--- src/rtl/ps2_rx_fifo.sv ---
// rtl/ps2_rx_fifo.sv - PS/2 device-to-host receiver with deglitch filter, frame FSM and read FIFO
// Define PS2_RX_TIMEOUT_EN to build the stalled-frame timeout abort.
module ps2_rx_fifo #(
  parameter int FILTER_LEN     = 4,
  parameter int FIFO_DEPTH     = 8,
  parameter int TIMEOUT_CYCLES = 2000
) (
  input  logic       slowClk,
  input  logic       reset,
  input  logic       PS2clk,
  input  logic       PS2data,
  output logic [7:0] rxData,
  output logic       rxParityErr,
  output logic       rxValid,
  input  logic       rxReady,
  input  logic       clearErr,
  output logic       overflow,
  output logic       frameErr,
  output logic       parityErr
);

  localparam int AW = $clog2(FIFO_DEPTH);
  localparam logic [AW:0] FULL_CNT = (AW+1)'(FIFO_DEPTH);
  localparam logic [15:0] TO_MAX = 16'(TIMEOUT_CYCLES);

  typedef enum logic [1:0] {IDLE, DATA, PARITY, STOP} state_t;

  state_t      state;
  logic        clkS1, clkS2, datS1, datS2, fClk, fall;
  logic [3:0]  fCnt;
  logic [2:0]  bitCnt;
  logic [7:0]  shreg;
  logic        parBad;
  logic        push, abort;

  logic [8:0]    mem [FIFO_DEPTH];
  logic [AW-1:0] wrPtr, rdPtr, rdNext;
  logic [AW:0]   count, countNext;
  logic          full, doPush, doPop;

  // fClk only follows clkS2 after FILTER_LEN consecutive disagreeing samples
  always_ff @(posedge slowClk or negedge reset) begin
    if (!reset) begin
      clkS1 <= 1'b1;
      clkS2 <= 1'b1;
      datS1 <= 1'b1;
      datS2 <= 1'b1;
      fClk  <= 1'b1;
      fCnt  <= 4'd0;
      fall  <= 1'b0;
    end else begin
      clkS1 <= PS2clk;
      clkS2 <= clkS1;
      datS1 <= PS2data;
      datS2 <= datS1;
      fall  <= 1'b0;
      if (clkS2 == fClk) begin
        fCnt <= 4'd0;
      end else if (fCnt == 4'(FILTER_LEN - 1)) begin
        fClk <= clkS2;
        fCnt <= 4'd0;
        fall <= fClk;
      end else begin
        fCnt <= fCnt + 4'd1;
      end
    end
  end

  assign push = fall && (state == STOP) && datS2;

`ifdef PS2_RX_TIMEOUT_EN
  logic [15:0] toCnt;

  always_ff @(posedge slowClk or negedge reset) begin
    if (!reset) begin
      toCnt <= 16'd0;
    end else if (fall || state == IDLE) begin
      toCnt <= 16'd0;
    end else if (toCnt != TO_MAX) begin
      toCnt <= toCnt + 16'd1;
    end
  end

  assign abort = (state != IDLE) && !fall && (toCnt == TO_MAX);
`else
  logic unusedTimeout;
  assign unusedTimeout = ^TO_MAX;
  assign abort = 1'b0;
`endif

  // Flag sets are written after the clear so a coincident set wins
  always_ff @(posedge slowClk or negedge reset) begin
    if (!reset) begin
      state     <= IDLE;
      bitCnt    <= 3'd0;
      shreg     <= 8'd0;
      parBad    <= 1'b0;
      frameErr  <= 1'b0;
      parityErr <= 1'b0;
    end else begin
      if (clearErr) begin
        frameErr  <= 1'b0;
        parityErr <= 1'b0;
      end
      if (abort) begin
        state    <= IDLE;
        frameErr <= 1'b1;
      end else if (fall) begin
        case (state)
          IDLE: begin
            if (!datS2) begin
              state  <= DATA;
              bitCnt <= 3'd0;
            end else begin
              frameErr <= 1'b1;
            end
          end
          DATA: begin
            shreg  <= {datS2, shreg[7:1]};
            bitCnt <= bitCnt + 3'd1;
            if (bitCnt == 3'd7) state <= PARITY;
          end
          PARITY: begin
            parBad <= ~(^shreg ^ datS2);
            state  <= STOP;
          end
          STOP: begin
            state <= IDLE;
            if (datS2) begin
              if (parBad) parityErr <= 1'b1;
            end else begin
              frameErr <= 1'b1;
            end
          end
          default: state <= IDLE;
        endcase
      end
    end
  end

  always_comb begin
    doPop     = rxValid & rxReady;
    full      = (count == FULL_CNT);
    doPush    = push & (~full | doPop);
    rdNext    = doPop ? rdPtr + AW'(1) : rdPtr;
    countNext = count + (AW+1)'(doPush) - (AW+1)'(doPop);
  end

  always_ff @(posedge slowClk) begin
    if (doPush) mem[wrPtr] <= {parBad, shreg};
  end

  // Head register bypasses the array when the pushed entry becomes the head
  always_ff @(posedge slowClk or negedge reset) begin
    if (!reset) begin
      wrPtr       <= '0;
      rdPtr       <= '0;
      count       <= '0;
      rxValid     <= 1'b0;
      rxData      <= 8'd0;
      rxParityErr <= 1'b0;
      overflow    <= 1'b0;
    end else begin
      if (clearErr) overflow <= 1'b0;
      if (push && full && !doPop) overflow <= 1'b1;
      if (doPush) wrPtr <= wrPtr + AW'(1);
      rdPtr   <= rdNext;
      count   <= countNext;
      rxValid <= (countNext != '0);
      if (countNext != '0) begin
        if (doPush && rdNext == wrPtr) {rxParityErr, rxData} <= {parBad, shreg};
        else                           {rxParityErr, rxData} <= mem[rdNext];
      end
    end
  end

endmodule
--- config.mk ---
export PLATFORM = sky130hd
export DESIGN_NAME = ps2_rx_fifo
export DESIGN_NICKNAME = d
export VERILOG_FILES = /design/src/rtl/ps2_rx_fifo.sv
export SDC_FILE = /design/constraint.sdc
export NUM_CORES = 1
export LEC_CHECK = 0
export ABC_AREA = 1
export CORE_UTILIZATION = 40
export CTS_CLUSTER_SIZE = 14
export DETAILED_ROUTE_END_ITERATION = 6
export HOLD_SLACK_MARGIN = 0.06
export PLACE_DENSITY = 0.54
export REMOVE_ABC_BUFFERS = 1
export SLEW_MARGIN = 10
export SYNTH_ARGS = -nofsm -noshare
export SYNTH_HDL_FRONTEND = slang
export SYNTH_SLANG_ARGS = --single-unit
--- constraint.sdc ---
create_clock -name slowClk -period 4.1 [get_ports slowClk]
set_input_delay 0.41 -clock slowClk [delete_from_list [all_inputs] [get_ports slowClk]]
set_output_delay 0.41 -clock slowClk [all_outputs]
set_load 0.05 [all_outputs]
# After elaboration in Yosys (flattened, before gate mapping)
# Memories as Yosys holds them, arrays and structs flattened. A register that Yosys moved wholly into a read port is not among the register bits.
# Index checks and enable logic that the tools add are counted.
# W data, S select, Z words.
# classes
add_sub_neg	6
eq_ne	9
muxes	24
bitwise_logic	7
n_reduce_logical	16
# op_table
cell	count
$mux W1	15
$add A3 B1 Y3 const B	3
$mux W4	2
$pmux W2 S4	1
$reduce_xor A8 Y1	1
$mux W3	2
$pmux W3 S2	1
$reduce_and A2 Y1	3
$reduce_and A3 Y1	2
$add A4 B1 Y4	1
$add A4 B1 Y4 const B	1
$eq A2 B2 Y1 const B	2
$eq A4 B2 Y1 const B	1
$eq A4 B4 Y1 const B	1
$logic_and A1 B1 Y1	4
$mux W2	2
$ne A2 B2 Y1 const B	2
$reduce_bool A2 Y1	2
$reduce_bool A4 Y1	1
$sub A4 B1 Y4	1
$eq A3 B3 Y1 const B	1
$not A1 Y1	3
$and A1 B1 Y1	2
$eq A2 B1 Y1 const B	1
6 further kinds	7
# word_totals
register_bits	38
mem_bits_rw	72
out_inout_bits	13
elab_cells	81
n_memories	1
# mem_list
name	depth	word_bits	rd	rd_clocked_by_memory_dff	wr	line	rtl
mem	8	9	1	1	1	36	logic [8:0] mem [FIFO_DEPTH];

# Logic depth before layout (Yosys ltp)
# Gate-level depths: netlist (run 1).
# logic_depth
ltp_word	7
mapped_depth	15
ltp_nobuf	15

# Worst setup path after synthesis (run 1)
# Ideal clock, no wire load.
# synth_timing
path_kind	register -> register
start	reg rxValid
end	reg rxData[0], read port of mem
setup_ns	0.118
arrival_time_ns	2.540
setup_slack_ns	1.442
path_stages_with_launch	15
path_buffers	1
path_cell_list	dfrtp_1 > nand2_2 > nand3_1 > nand2_1 > inv_1 > nand2_1 > nand2_1 > ha_1 > fa_1 > xor2_1 > nor3_1 > nand3_1 > clkbuf_1 > nand3_1 > nand2_1
# synth_between
elab_chain_len	6
word_cells_on_any_way	7
cone_classes	add/sub (2); mux (1); bitwise (3); reduce/logical (1)
# synth_lines
item	line	rtl
start: declaration	14	output logic rxValid,
start signal: assignment	169	rxValid <= (countNext != '0);
$and A1 B1 Y1 (*)	142	doPop = rxValid & rxReady;
$or A1 B1 Y1	144	doPush = push & (~full | doPop);
$and A1 B1 Y1	144	
$add A4 B1 Y4	146	countNext = count + (AW+1)'(doPush) - (AW+1)'(doPop);
$sub A4 B1 Y4 (*)	146	
named net countNext[2]	38	logic [AW:0] count, countNext;
$reduce_bool A4 Y1 (*)	170	if (countNext != '0) begin
end: declaration	12	output logic [7:0] rxData,
# The timed path passes the listed nets; every way through them passes the cells marked *.
# A chain may end at the register's enable or synchronous reset.

# Worst setup path after layout (run 1)
# layout_timing
start	reg state[1]
end	reg rxParityErr, read port of mem
# layout_between
elab_chain_len	7
# layout_lines
item	line	rtl
start: declaration	28	state_t state;
start signal: assignment	94	state <= IDLE;
start signal: assignment	106	state <= IDLE;
start signal: assignment	112	state <= DATA;
$eq A2 B2 Y1	69	assign push = fall && (state == STOP) && datS2;
$logic_and A1 B1 Y1 (2 in a row)	69	
$and A1 B1 Y1	144	
$add A4 B1 Y4	146	
$sub A4 B1 Y4	146	
named net countNext[2]	38	
$reduce_bool A4 Y1	170	
end: declaration	13	output logic rxParityErr,
# The timed path passes the listed nets, and every way through them passes these cells.

==> qor.json, run 1 <==
{
  "final_layout": {
    "multi_input_comb_area_sq_um": 1750,
    "nNetsFinal": 582,
    "post_route_cells_drive_above_1_share": 0.103,
    "most_common_library_cell_in_the_layout_ignoring_fill_and_taps": "nand2_1",
    "fillCellCount": 1221,
    "syn_to_final_growth_pct": 18.2,
    "layout_common_cells": "127 x nand2_1, 76 x nand3_1, 72 x edfxtp_1",
    "sequential_cell_area_sq_um": 3340,
    "n_antenna_cell": 0
  },
  "grt": {
    "global_route.overflow_total": 0,
    "grt_antenna_before_repair": 0,
    "wire_length_of_the_first_global_routing_pass_um": 20300,
    "first_global_vias": 3812,
    "track_usage": 0.195,
    "grt_max_degree": 48
  },
  "sta": {
    "maxSlewViolCount": 0,
    "final_period_minus_worst_setup_slack_ps": 3130,
    "timing_worst_slew_pin_value_ps": 1080,
    "fin_setup_tns_ps": 0,
    "timing_hold_violations_final": 0,
    "grt_setup_unrepaired": "no",
    "fmaxAchievable_mhz": 319,
    "finClkSkew_ps": 9.13,
    "finalSetupViolCount": 0,
    "worst_slew_margin_rel": 0.281,
    "setup_slack_ps": 966,
    "final_min_period_over_clock_period": 0.764
  },
  "logic_synthesis": {
    "synth_top_family_by_area": "simple AND/OR/NAND/NOR gates",
    "yosysSeqAreaShare": 0.615,
    "synthDistinctLibCells": 31,
    "syn-cell-area_sq_um": 5440,
    "synthesis.area_per_instance_sq_um": 10.3,
    "synth_cells": 528,
    "synth-simple-area-share": 0.240,
    "synth-compound-area-share": 0.0288,
    "muxShareOfSynthArea": 0,
    "synthAdderAreaFrac": 0.0336,
    "postSynthRegisterBits": 119,
    "synth-xor-area-share": 0.0193,
    "ys.warnings.count": 0
  },
  "routing": {
    "total_iterations_of_the_first_detailed_routing_run": 5,
    "drt_wl_total_um": 12500,
    "detail-route-antenna-nets": 0,
    "drt_drc_violations_left": 0,
    "post_drt_via_cell_ratio": 5.01,
    "drt-initial-drc-count": 239,
    "routed-via-count": 3763,
    "wl_per_cell_um": 16.7
  },
  "cts": {
    "clock_insertion_delay_worst_skew_ps": 420,
    "postCtsSetupRepairBufs": 0,
    "cts_sinks": 119,
    "clk_pin_slew_ps": 50,
    "cts-htree-levels": 4,
    "ctsLongestPathBuffers": 2,
    "tritoncts.num_buffers": 17,
    "ctsResizeCount": 0,
    "cts_hold_repair.buffers": 0,
    "clock-root-buffer": "clkbuf_16",
    "clock_tree_from_tritoncts": "yes"
  },
  "worst_setup_path": {
    "crit_required_ps": 4400,
    "worst-path-max-fanout": 11,
    "regToRegSetupSlack_ps": 970,
    "regToRegStartpoint": "state[1]",
    "setup.worst_path.end_class": "flop",
    "critical_path.max_stage_delay_ps": 380,
    "reg2regPathDepth": 14,
    "critPathBufInv": 3,
    "cell_mode_on_critical_path": "nand2_1",
    "startpoint_class_of_the_critical_path": "flop",
    "worstPathArrival_ps": 3430,
    "cpMaxStageDelayCell": "dfrtp_1",
    "family_with_the_most_delay_on_the_worst_path": "simple AND/OR/NAND/NOR gates",
    "regToRegEndpoint": "rxParityErr",
    "critical_path.cell_chain": "ha_1, inv_1, nor3_1, inv_1, nand3_1, nand2_1, ha_1, fa_1, xor2_1, nor3_1, nand3_1, clkinv_1, nand2_1, nand2_1",
    "crit_type": "reg2reg"
  },
  "floorplan": {
    "fp.dieArea_sq_um": 14100,
    "fp.dieW_um": 119,
    "placeable_core_region_sq_um": 13200,
    "num_io_pins": 19,
    "die_h_um": 119,
    "floorplan.initialDensity": 0.411,
    "placementRows": 42
  },
  "placed_design": {
    "port_buffers": 18,
    "dp_hpwl_um": 7800,
    "pre_cts_slack_ps": 569,
    "routabilityCongestion": 0.772
  },
  "power_and_ir_drop": {
    "pwr-share-comb": 0.321,
    "power.density_nw_per_um2": 673,
    "p_int_uw": 2770,
    "power.clock.fraction": 0.333,
    "pwr-share-seq": 0.345,
    "switching_power_uw": 1550,
    "power.ir.vdd_worst_mv": 0.330,
    "swShare": 0.359,
    "power_leakage_uw": 0.00277
  },
  "job": {
    "cap_violations": 0
  },
  "status": {
    "run_status": "completed"
  },
  "hold_path": {
    "min-delay-path-class": "in2async"
  }
}
metal layers:
layer / vias up / track usage / part of all wire / wire length [um]
li1: 1820 / - / - / -
met1: 1844 / 0.242 / 0.44 / 5550
met2: 82 / 0.324 / 0.49 / 6190
met3: 17 / 0.0463 / 0.043 / 537
met4: 0 / 0.0886 / 0.021 / 262
met5: - / 0 / 0 / 0
sequential cells by signal, indices dropped and copies added (netlist names), 2 cells and up:
name and cells:
mem 72, wrPtr 3, fCnt 4, shreg 8, count 4, bitCnt 3, rdPtr 3, rxData 8
state 2
power groups by stage:
stage	Clock, uW	Sequential [uW]	Combinational (uW)
2_1_floorplan	0	1640	779
3_3_place_gp	0	1510	1360
3_5_place_dp	0	1510	1390
4_1_cts	1470	1490	1400
5_1_grt	1520	1510	1550
6_report	1440	1500	1390
Yosys cell counts:
library cell,count,area [sq um]
buf_6,1,11.3
xor2_1,5,43.8
a21oi_1,5,25.0
o21ai_0,20,100
fa_1,1,20.0
nor2_1,17,63.8
nand3b_1,33,248
o31ai_1,1,7.51
nor3_1,3,15.0
nor4_1,1,6.26
a21oi_4,1,16.3
nand3_1,76,380
nand2_2,3,18.8
nand3_2,3,30.0
or2_2,1,6.26
nand2_1,127,477
inv_1,67,251
buf_4,1,7.51
nor2_8,1,20.0
inv_2,1,3.75
nand4_1,1,6.26
nand2_4,3,33.8
dfrtp_1,42,1050
xnor2_1,7,61.3
clkinv_1,2,7.51
buf_2,7,35.0
ha_1,13,163
clkbuf_1,7,26.3
edfxtp_1,72,2160
a21o_1,1,7.51
dfstp_2,5,131
cells by family after synthesis:
logic type / after synthesis
fa+ha+maj: 14
xor+xnor: 12
buf+inv: 86
flops: 119
compound gates: 28
simple gates: 269
stage by stage:
stage	cell area [sq um]	util	hold slack, ps	cells	total power (uW)
final	6430	0.485	199	751	4330
after global routing	6430	0.485	285	751	4580
after CTS	6430	0.485	221	751	4370
after detailed placement	5850	0.442	347	719	2910
after global placement	5850	0.442	347	719	2870
after floorplan	5360	-	114	512	2420
worst max-delay path by stage:
| stage | from | to | cells after the start |
|---|---|---|---|
| after global placement | rxReady | rxData[1] | 15 |
| after detailed placement | rxReady | rxParityErr | 15 |
| final | state[1] | rxParityErr | 14 |
| after floorplan | rxValid | rxData[0] | 9 |
| after CTS | state[1] | rxParityErr | 14 |
| after global routing | state[0] | rxData[0] | 14 |
final cells by class:
| type | instances | share of cell area |
|---|---|---|
| multi-input combinational | 323 | 0.272 |
| inverter | 70 | 0.0409 |
| clock buffer | 23 | 0.0744 |
| timing repair buffer | 31 | 0.0424 |
| sequential | 119 | 0.520 |
| tap | 176 | 0.0343 |
| clock inverter | 9 | 0.0156 |
Power figures use the tool's default switching activity.
==> run 2, diff against run 1 <==
Settings changed: PLACE_DENSITY 0.54 to 0.56.
Clock period 4.1 ns to 2.5 ns, I/O delays scaled along.
==> run 2 against run 1 <==
  * Global-route usage fell by 0.37 points
  * Utilization rose by 2.3 points
  * Final area rose by 4.7%
  * Combinational power rose by 82%
  * Clock skew fell by 1.3 ps
  * First-iteration DRC count rose by 2.5%
  * Sequential power rose by 63%
  * Critical path type unchanged
  * Critical endpoint is now rxData[4]
==> qor.json, run 2 (same netlist as run 1, synthesis figures left out) <==
{
  "power_and_ir_drop": {
    "power.density": {"value": 1080, "unit": "nW/um^2", "change": "+61%"},
    "power.ir.vdd_worst": {"value": 0.552, "unit": "mV", "change": "+68%"},
    "power_leakage": {"value": 0.00293, "unit": "uW", "change": "+5.9%"}
  },
  "cts": {
    "clk_pin_slew": {"value": 50, "unit": "ps", "change": "about the same"},
    "tritoncts.num_buffers": {"value": 17, "change": "unchanged"},
    "cts_sinks": {"value": 119, "change": "unchanged"},
    "cts-htree-levels": {"value": 4, "change": "unchanged"},
    "ctsLongestPathBuffers": {"value": 2, "change": "unchanged"},
    "clock-root-buffer": "clkbuf_16",
    "clock_insertion_delay_worst_skew": {"value": 410, "unit": "ps", "change": "about the same"},
    "clock_tree_from_tritoncts": "yes"
  },
  "sta": {
    "maxSlewViolCount": {"value": 0, "change": "unchanged"},
    "final_period_minus_worst_setup_slack": {"value": 2440, "unit": "ps", "change": "-699 ps"},
    "fin_setup_tns": {"value": 0, "unit": "ps", "change": "unchanged"},
    "timing_hold_violations_final": {"value": 0, "change": "unchanged"},
    "worst_slew_margin_rel": {"value": 0.335, "change": "+0.0547"},
    "finalSetupViolCount": {"value": 0, "change": "unchanged"},
    "fmaxAchievable": {"value": 411, "unit": "MHz", "change": "+29%"},
    "grt_setup_unrepaired": "yes",
    "final_min_period_over_clock_period": {"value": 0.974, "change": "+0.210"},
    "timing_worst_slew_pin_value": {"value": 997, "unit": "ps", "change": "-82.0 ps"},
    "finClkSkew": {"value": 7.86, "unit": "ps", "change": "-1.27 ps"}
  },
  "job": {
    "cap_violations": {"value": 0, "change": "unchanged"}
  },
  "floorplan": {
    "die_h": {"value": 119, "unit": "um", "change": "unchanged"},
    "placementRows": {"value": 42, "change": "unchanged"},
    "placeable_core_region": {"value": 13200, "unit": "sq um", "change": "unchanged"},
    "fp.dieArea": {"value": 14100, "unit": "sq um", "change": "unchanged"},
    "fp.dieW": {"value": 119, "unit": "um", "change": "unchanged"},
    "num_io_pins": {"value": 19, "change": "unchanged"},
    "floorplan.initialDensity": {"value": 0.411, "change": "unchanged"}
  },
  "routing": {
    "drt-initial-drc-count": {"value": 245, "change": "+2.5%"},
    "detail-route-antenna-nets": {"value": 0, "change": "unchanged"},
    "routed-via-count": {"value": 3760, "change": "-0.080%"},
    "drt_drc_violations_left": {"value": 0, "change": "unchanged"},
    "drt_wl_total": {"value": 12300, "unit": "um", "change": "-2.2%"},
    "post_drt_via_cell_ratio": {"value": 4.85, "change": "-3.3%"},
    "wl_per_cell": {"value": 15.8, "unit": "um", "change": "-5.3%"},
    "total_iterations_of_the_first_detailed_routing_run": {"value": 5, "change": "unchanged"}
  },
  "worst_setup_path": {
    "crit_type": "reg2reg",
    "setup.worst_path.end_class": "flop",
    "crit_required": {"value": 2800, "unit": "ps", "change": "-1600 ps"},
    "worstPathArrival": {"value": 2730, "unit": "ps", "change": "-700 ps"},
    "startpoint_class_of_the_critical_path": "flop",
    "worst-path-max-fanout": {"value": 5, "change": "-6"}
  },
  "grt": {
    "global_route.overflow_total": {"value": 0, "change": "unchanged"},
    "global_route.usage.met2": {"value": 0.304, "change": "-0.0197"},
    "grt_antenna_before_repair": {"value": 0, "change": "unchanged"},
    "wire_length_of_the_first_global_routing_pass": {"value": 19800, "unit": "um", "change": "-2.2%"},
    "grt_max_degree": {"value": 46, "change": "-4.2%"},
    "met3_track_usage_gr": {"value": 0.0473, "change": "+0.000965"},
    "first_global_vias": {"value": 3778, "change": "-0.89%"},
    "globalRoute.busiestLayer": "met2",
    "groute.layer.met1.usage": {"value": 0.240, "change": "-0.00134"},
    "track_usage": {"value": 0.192, "change": "-0.00371"}
  },
  "placed_design": {
    "routabilityCongestion": {"value": 0.802, "change": "+3.8%"},
    "dp_hpwl": {"value": 7850, "unit": "um", "change": "+0.63%"},
    "port_buffers": {"value": 18, "change": "unchanged"}
  },
  "final_layout": {
    "n_antenna_cell": {"value": 0, "change": "unchanged"},
    "most_common_library_cell_in_the_layout_ignoring_fill_and_taps": "nand2_1",
    "layout_common_cells": "123 x nand2_1, 72 x edfxtp_1, 70 x nand3_1",
    "nNetsFinal": {"value": 607, "change": "+4.3%"},
    "largest_register_ffs": {"value": 72, "change": "unchanged"},
    "post_route_cells_drive_above_1_share": {"value": 0.173, "change": "+0.0707"},
    "syn_to_final_growth_pct": 23.8,
    "finalCoreUtilization": {"value": 0.508, "change": "+0.0228"},
    "reg_top3": "mem (72), rxData (8), shreg (8)",
    "largest_register": "mem"
  },
  "hold_path": {
    "min-delay-path-class": "in2reg"
  },
  "status": {
    "run_status": "completed"
  }
}
## run 2: cell count changes in the layout (fill, tap and decap cells not counted), moves of 3 or more
cell | previous run | this run
buf_12 | 0 | 3
buf_4 | 13 | 32
clkinv_2 | 2 | 6
ha_1 | 13 | 10
inv_1 | 67 | 64
inv_2 | 1 | 4
nand2_1 | 127 | 123
nand2_2 | 3 | 7
nand3_1 | 76 | 70
nand3_2 | 3 | 9
## run 2: layout make-up
class	instances	area [sq um]
fillers	1199	6510
repair buffers	56	508
clock buffers	22	454
multi-input cells	323	1830
clock inverters	10	105
flip-flops and latches	119	3340
inverters	70	264
well taps	176	220
## run 2: per-layer routing
layer | up-vias | part of all wire
met3 | 20 | 0.044
li1 | 1868 | -
met2 | 81 | 0.48
met1 | 1791 | 0.45
met4 | 0 | 0.025
met5 | - | 0
## run 2: worst paths after layout
path,cells past startpoint,startpoint,endpoint,slack (ps)
hold reg to reg,0,datS1,datS2,350
hold / removal,1,PS2clk,clkS1,240
setup / recovery,14,state[1],rxData[4],60
max in group asynchronous,3,reset,fClk,1240
min in group asynchronous,2,reset,fCnt[0],550
setup reg to reg,14,state[1],rxData[4],60
## run 2: worst max-delay path, stage by stage (launching register included)
cell and delay, ps:
dfrtp_1 360, ha_2 190, inv_2 50, nor3_4 200
inv_2 60, nand3_2 70, nand2_2 70, ha_4 170
fa_2 370, xor2_2 160, nor3_2 170, nand3_2 150
buf_6 170, nand3_1 80, nand2_1 50
## run 2: stage by stage
| step | power [uW] | hold WS (ps) | setup slack (ps) | std cells | cell area [sq um] |
|---|---|---|---|---|---|
| final | 7290 | 243 | 64.4 | 776 | 6730 |
| after global routing | 7720 | 224 | -75.0 | 776 | 6730 |
| after CTS | 7250 | 229 | 43.3 | 772 | 6640 |
| after detailed placement | 4880 | 347 | -150 | 736 | 6010 |
| after global placement | 4830 | 346 | -70.4 | 736 | 6010 |
| after floorplan | 3980 | -45.6 | -313 | 512 | 5360 |
## run 2: power by group
| group | leakage [uW] | switching [uW] | total (uW) | internal, uW |
|---|---|---|---|---|
| Sequential | 0.00123 | 154 | 2450 | 2300 |
| Combinational | 0.00143 | 1620 | 2530 | 912 |
| Clock | 0.000275 | 828 | 2310 | 1480 |
## run 2: timing repair
| action | in CTS | in global routing |
|---|---|---|
| buffers inserted | 2 | 4 |
| hold buffers | 1 | 0 |
| cloned | 1 | 0 |
| setup endpoints to repair | 9 | 10 |
| gates resized for setup | 11 | 15 |
| pin swaps | 4 | 8 |
| endpoints found under the hold margin | 42 | 0 |
